--- src/rtl/chip8_draw_ctrl_if.sv ---
// Bundles the CPU request, memory read port and display row-draw signals
// of the CHIP-8 DXYN draw sequencer.
interface chip8_draw_ctrl_if #(
  parameter int unsigned ADDR_W      = 12,
  parameter int unsigned DISP_W_LOG2 = 6,
  parameter int unsigned DISP_H_LOG2 = 5
);
  logic                   start;
  logic [7:0]             x_in;
  logic [7:0]             y_in;
  logic [3:0]             n_in;
  logic [ADDR_W-1:0]      i_base;
  logic                   mem_rd;
  logic [ADDR_W-1:0]      mem_addr;
  logic [7:0]             mem_rdata;
  logic                   draw;
  logic [DISP_W_LOG2-1:0] draw_x;
  logic [DISP_H_LOG2-1:0] draw_y;
  logic [3:0]             row_index;
  logic [7:0]             sprite_data;
  logic                   collision_in;
  logic                   busy;
  logic                   done;
  logic                   vf_out;

  modport slave (
    input  start, x_in, y_in, n_in, i_base, mem_rdata, collision_in,
    output mem_rd, mem_addr, draw, draw_x, draw_y, row_index, sprite_data,
           busy, done, vf_out
  );

  modport master (
    output start, x_in, y_in, n_in, i_base, mem_rdata, collision_in,
    input  mem_rd, mem_addr, draw, draw_x, draw_y, row_index, sprite_data,
           busy, done, vf_out
  );
endinterface

--- src/rtl/chip8_draw_ctrl.sv ---
// CHIP-8 DXYN sprite draw sequencer: per row fetch a sprite byte, latch it,
// pulse the display row-draw strobe, and OR the collisions into VF.
module chip8_draw_ctrl #(
  parameter int unsigned ADDR_W      = 12,
  parameter int unsigned DISP_W_LOG2 = 6,
  parameter int unsigned DISP_H_LOG2 = 5
) (
  input  logic              clk,
  input  logic              reset,
  chip8_draw_ctrl_if.slave  bus
);

  typedef enum logic [2:0] {
    IDLE  = 3'd0,
    FETCH = 3'd1,
    LATCH = 3'd2,
    DRAW  = 3'd3,
    DONE  = 3'd4
  } state_t;

  state_t                 state_q, state_d;
  logic [7:0]             x_q, x_d;
  logic [7:0]             y_q, y_d;
  logic [3:0]             n_q, n_d;
  logic [ADDR_W-1:0]      i_q, i_d;
  logic [3:0]             row_q, row_d;
  logic                   vf_q, vf_d;
  logic [7:0]             sprite_q, sprite_d;
  logic [DISP_W_LOG2-1:0] draw_x_q, draw_x_d;
  logic [DISP_H_LOG2-1:0] draw_y_q, draw_y_d;
  logic [3:0]             row_idx_q, row_idx_d;
  logic [7:0]             y_row;

  assign y_row = y_q + {4'b0000, row_q};

  always_ff @(posedge clk or posedge reset) begin
    if (reset) begin
      state_q   <= IDLE;
      x_q       <= '0;
      y_q       <= '0;
      n_q       <= '0;
      i_q       <= '0;
      row_q     <= '0;
      vf_q      <= 1'b0;
      sprite_q  <= '0;
      draw_x_q  <= '0;
      draw_y_q  <= '0;
      row_idx_q <= '0;
    end else begin
      state_q   <= state_d;
      x_q       <= x_d;
      y_q       <= y_d;
      n_q       <= n_d;
      i_q       <= i_d;
      row_q     <= row_d;
      vf_q      <= vf_d;
      sprite_q  <= sprite_d;
      draw_x_q  <= draw_x_d;
      draw_y_q  <= draw_y_d;
      row_idx_q <= row_idx_d;
    end
  end

  always_comb begin
    state_d   = state_q;
    x_d       = x_q;
    y_d       = y_q;
    n_d       = n_q;
    i_d       = i_q;
    row_d     = row_q;
    vf_d      = vf_q;
    sprite_d  = sprite_q;
    draw_x_d  = draw_x_q;
    draw_y_d  = draw_y_q;
    row_idx_d = row_idx_q;
    unique case (state_q)
      IDLE: begin
        if (bus.start) begin
          x_d     = bus.x_in;
          y_d     = bus.y_in;
          n_d     = bus.n_in;
          i_d     = bus.i_base;
          vf_d    = 1'b0;
          row_d   = '0;
          state_d = (bus.n_in == 4'd0) ? DONE : FETCH;
        end
      end
      FETCH: state_d = LATCH;
      LATCH: begin
        // Row outputs are registered here so they are stable for the whole DRAW cycle.
        sprite_d  = bus.mem_rdata;
        draw_x_d  = x_q[DISP_W_LOG2-1:0];
        draw_y_d  = y_row[DISP_H_LOG2-1:0];
        row_idx_d = row_q;
        state_d   = DRAW;
      end
      DRAW: begin
        vf_d = vf_q | bus.collision_in;
        if (row_q == n_q - 4'd1) begin
          state_d = DONE;
        end else begin
          row_d   = row_q + 4'd1;
          state_d = FETCH;
        end
      end
      DONE:    state_d = IDLE;
      default: state_d = IDLE;
    endcase
  end

  assign bus.mem_rd      = (state_q == FETCH);
  assign bus.mem_addr    = i_q + ADDR_W'(row_q);
  assign bus.draw        = (state_q == DRAW);
  assign bus.draw_x      = draw_x_q;
  assign bus.draw_y      = draw_y_q;
  assign bus.row_index   = row_idx_q;
  assign bus.sprite_data = sprite_q;
  assign bus.busy        = (state_q != IDLE);
  assign bus.done        = (state_q == DONE);
  assign bus.vf_out      = vf_q;

endmodule

--- src/flat_wrapper.sv ---
// flat-port wrapper written by rule: the top's interface ports become plain ports
module chip8_draw_ctrl_flat 
#(
  parameter int unsigned ADDR_W      = 12,
  parameter int unsigned DISP_W_LOG2 = 6,
  parameter int unsigned DISP_H_LOG2 = 5
)
  (clk, reset, bus_start, bus_x_in, bus_y_in, bus_n_in, bus_i_base, bus_mem_rdata, bus_collision_in, bus_mem_rd, bus_mem_addr, bus_draw, bus_draw_x, bus_draw_y, bus_row_index, bus_sprite_data, bus_busy, bus_done, bus_vf_out);
  chip8_draw_ctrl_if #(.ADDR_W(ADDR_W), .DISP_W_LOG2(DISP_W_LOG2), .DISP_H_LOG2(DISP_H_LOG2)) bus_i ();
  input  logic clk;
  input  logic reset;
  input wire logic [$bits(bus_i.start)-1:0] bus_start;
  input wire logic [$bits(bus_i.x_in)-1:0] bus_x_in;
  input wire logic [$bits(bus_i.y_in)-1:0] bus_y_in;
  input wire logic [$bits(bus_i.n_in)-1:0] bus_n_in;
  input wire logic [$bits(bus_i.i_base)-1:0] bus_i_base;
  input wire logic [$bits(bus_i.mem_rdata)-1:0] bus_mem_rdata;
  input wire logic [$bits(bus_i.collision_in)-1:0] bus_collision_in;
  output wire logic [$bits(bus_i.mem_rd)-1:0] bus_mem_rd;
  output wire logic [$bits(bus_i.mem_addr)-1:0] bus_mem_addr;
  output wire logic [$bits(bus_i.draw)-1:0] bus_draw;
  output wire logic [$bits(bus_i.draw_x)-1:0] bus_draw_x;
  output wire logic [$bits(bus_i.draw_y)-1:0] bus_draw_y;
  output wire logic [$bits(bus_i.row_index)-1:0] bus_row_index;
  output wire logic [$bits(bus_i.sprite_data)-1:0] bus_sprite_data;
  output wire logic [$bits(bus_i.busy)-1:0] bus_busy;
  output wire logic [$bits(bus_i.done)-1:0] bus_done;
  output wire logic [$bits(bus_i.vf_out)-1:0] bus_vf_out;
  assign bus_i.start = bus_start;
  assign bus_i.x_in = bus_x_in;
  assign bus_i.y_in = bus_y_in;
  assign bus_i.n_in = bus_n_in;
  assign bus_i.i_base = bus_i_base;
  assign bus_i.mem_rdata = bus_mem_rdata;
  assign bus_i.collision_in = bus_collision_in;
  assign bus_mem_rd = bus_i.mem_rd;
  assign bus_mem_addr = bus_i.mem_addr;
  assign bus_draw = bus_i.draw;
  assign bus_draw_x = bus_i.draw_x;
  assign bus_draw_y = bus_i.draw_y;
  assign bus_row_index = bus_i.row_index;
  assign bus_sprite_data = bus_i.sprite_data;
  assign bus_busy = bus_i.busy;
  assign bus_done = bus_i.done;
  assign bus_vf_out = bus_i.vf_out;
  chip8_draw_ctrl #(.ADDR_W(ADDR_W), .DISP_W_LOG2(DISP_W_LOG2), .DISP_H_LOG2(DISP_H_LOG2)) u_core (.clk(clk), .reset(reset), .bus(bus_i));
endmodule
--- config.mk ---
export PLATFORM = sky130hd
export DESIGN_NAME = chip8_draw_ctrl_flat
export DESIGN_NICKNAME = d
export VERILOG_FILES = /design/src/rtl/chip8_draw_ctrl_if.sv /design/src/rtl/chip8_draw_ctrl.sv /design/src/flat_wrapper.sv
export SDC_FILE = /design/constraint.sdc
export NUM_CORES = 1
export LEC_CHECK = 0
export CAP_MARGIN = 10
export CORE_AREA = 4 4 83 78
export CTS_BUF_LIST = sky130_fd_sc_hd__clkbuf_4
export DETAILED_ROUTE_END_ITERATION = 7
export DIE_AREA = 0 0 87 82
export GPL_TIMING_DRIVEN = 0
export PLACE_DENSITY = 0.81
export SYNTH_ARGS = -nofsm -noshare
export SYNTH_HDL_FRONTEND = slang
export SYNTH_SLANG_ARGS = --single-unit
--- constraint.sdc ---
create_clock -name clk -period 6.8 [get_ports clk]
set_clock_uncertainty 0.1 [all_clocks]
set_input_delay 1.36 -clock clk [delete_from_list [all_inputs] [get_ports clk]]
set_output_delay 1.36 -clock clk [all_outputs]
set_load 0.03 [all_outputs]
==> impl_metrics.yaml <==
place:
  routabilityCongestion: 0.737
  io_buffer_count: 78
  hpwl_um: 4430
finish:
  areaGrowthSynthToFinish_pct: 35.9
  final_util: 0.667
  layout-drive-gt1-share: 0.147
  final_nets: 401
  diodes: 0
  n_fill_cell: 468
clock_network:
  cts_resized: 0
  root_buffer: "clkbuf_4"
  cts_buffers: 9
  cts_hold_buf: 0
  cts_max_path_buffers: 2
  path_clk_slew_ps: 110
  htreeDepth: 3
  cts.sinks: 58
  worst_skew_pair.late_latency_ps: 400
  cts_tree: "built"
  postCtsSetupBuffers: 0
worst_setup_path:
  r2r_cells: 8
  cp.required_ps: 5340
  crit_end: "bus_mem_addr[8]"
  end_kind: "output pin"
  crit_type: "reg2out"
  crit_fanout: 8
  worstPathArrival_ps: 3070
  rrSetupSlack_ps: 4820
  critPathLaunch: "u_core.row_q[0]"
  startpoint_type: "register"
  r2r-end: "u_core.bus.draw_y[4]"
  worstReg2RegStart: "u_core.row_q[0]"
floorplanning:
  die_y_um: 82
  die_w_um: 87
  die-area_sq_um: 7130
  rows: 26
  core_area_sq_um: 5560
  ios: 84
  start_util: 0.491
power_and_ir_drop:
  cellPowerDensity_nw_per_um2: 546
  ir_drop_v: 0.000390
  leakagePower_uw: 0.00171
  power.total_uw: 2020
sta:
  slew_headroom: 0.581
  finalSetupViolCount: 0
  fmax_ghz: 0.221
  tightest_slew_ps: 628
  finalSetupTns_ps: 0
  finalCriticalPeriod_ps: 4530
  final_hold_viol_count: 0
  fin_crit_sh: 0.666
  whs_ps: 358
  rsz0062_at_grt: "no"
  drv_slew: 0
yosys:
  ys.flop_type: "dfrtp_1"
  async_flop_share: 1.00
  synth_top_area_frac: 0.532
  synthCells: 255
  ys_seq_area_frac: 0.532
  syn_avg_cell_area_sq_um: 10.7
  synth.cell_area_sq_um: 2730
  yosysWarnings: 0
  netlist_top_cells_area: "dfrtp_1, mux2_2, nand2_1"
  yosys_register_bits: 58
  yosys.area.top_type: "dfrtp_1"
  synth_cell_type_count: 32
  synth-edff-count: 0
  syn_nets: 311
route:
  firstDrtPassIters: 4
  routedWlPerCell_um: 14.3
  drc_errors: 0
  wl_um: 5990
  wl_met1_um: 2630
  wl_met2_um: 2980
  drtIter0Drc: 83
  antenna_left: 0
  num_vias: 2075
  top_layer: "met4"
  wl_met3_um: 285
  viasPerCell: 4.96
global_routing:
  grt_max_degree: 31
  grt_overflow: 0
  grt_pass1_vias: 2125
  antenna_found_initial: 0
  grt_usage: 0.189
  grt_first_pass_wirelength_um: 10200
flow_run:
  max-cap-violations: 0
outcome:
  status: "finished, final reports clean"
worst_hold_path:
  hold_class: "reg2reg"
==> layer usage <==
layer | up-vias | track usage
li1 | 1023 | -
met1 | 993 | 0.240
met2 | 52 | 0.311
met3 | 7 | 0.0491
met4 | 0 | 0.0748
met5 | - | 0
==> cells in the final DEF, fill, tap and decap left out, types with 2 or more instances in the layout <==
cell,Yosys,layout
xor2_1,10,10
fa_1,2,2
nor3b_1,2,2
mux2_2,25,25
inv_1,8,7
or2_2,3,3
nor2_1,6,6
clkbuf_1,4,4
nand4_1,2,2
ha_1,10,10
o21ai_0,11,11
and2_1,2,2
nor3_1,2,2
clkbuf_4,0,9
clkdlybuf4s50_1,0,78
nand2_1,68,68
buf_2,4,4
a21o_1,4,4
dfrtp_1,58,58
a21oi_1,9,9
or3_1,3,3
clkinv_2,0,4
xnor2_1,8,8
nand3_1,3,3
==> critical path, cell delays in order (launching register included) <==
cell and delay (ps):
dfrtp_1 500, ha_1 280, fa_1 400, a21o_1 170
a21oi_1 270, nor2_1 110, nand3_1 110, xnor2_1 130
clkdlybuf4s50_1 700
==> logic make-up (layout without fill, tap and decap cells) <==
logic type | after synthesis | after routing | synth area share
AO/OA/AOI/OAI | 27 | 27 | 0.0564
XOR/XNOR | 19 | 19 | 0.0660
adder cells (fa/ha/maj) | 12 | 12 | 0.0605
buffers and inverters | 17 | 110 | 0.0252
flip-flops | 58 | 58 | 0.532
multiplexers | 25 | 25 | 0.103
AND/OR/NAND/NOR | 97 | 97 | 0.157
==> cell type report <==
cell class | instances | area, sq um | area share
plain buffers | 9 | 38.8 | 0.0105
clock buffers | 9 | 67.6 | 0.0182
clock inverters | 5 | 23.8 | 0.00641
inverters | 8 | 30.0 | 0.00809
multi-input cells | 180 | 1210 | 0.326
flip-flops and latches | 58 | 1450 | 0.391
well taps | 70 | 87.6 | 0.0236
repair buffers | 79 | 801 | 0.216
==> Yosys cell counts, types with 2 or more instances <==
cell,n
ha_1,10
nor3b_1,2
nand2_1,68
dfrtp_1,58
or2_2,3
fa_1,2
buf_2,4
a21o_1,4
clkbuf_1,4
nand3_1,3
and2_1,2
nand4_1,2
or3_1,3
inv_1,8
o21ai_0,11
a21oi_1,9
nor2_1,6
xnor2_1,8
xor2_1,10
mux2_2,25
nor3_1,2
==> metrics by stage <==
step	setup WS, ps	instances	instance area, sq um
floorplan	3290	255	2730
CTS	2240	418	3710
finish	2270	418	3710
detailed placement	2690	404	3620
global route	2070	418	3710
global placement	2740	403	3600
==> power breakdown <==
group	internal (uW)	leakage [uW]	switching (uW)
registers	512	0.000712	129
logic	533	0.000943	661
clock network	67.4	0.0000586	122
==> how the worst min path moves through the flow <==
stage                        from              endpoint  depth (start not counted)
finish              u_core.x_q[0]  u_core.bus.draw_x[0]                          2
global route        u_core.x_q[0]  u_core.bus.draw_x[0]                          2
CTS                 u_core.x_q[0]  u_core.bus.draw_x[0]                          2
detailed placement  u_core.x_q[0]  u_core.bus.draw_x[0]                          2
global placement    u_core.x_q[1]  u_core.bus.draw_x[1]                          2
floorplan           u_core.x_q[0]  u_core.bus.draw_x[0]                          2
==> sequential cells by signal, summed over array words and instances (netlist names) <==
register                cells
u_core.bus.draw_x           6
u_core.bus.draw_y           5
u_core.bus.row_index        4
u_core.bus.sprite_data      8
u_core.bus.vf_out           1
u_core.i_q                 12
u_core.n_q                  4
u_core.row_q                4
u_core.state_q              3
u_core.x_q                  6
u_core.y_q                  5
Power figures use the tool's default switching activity.
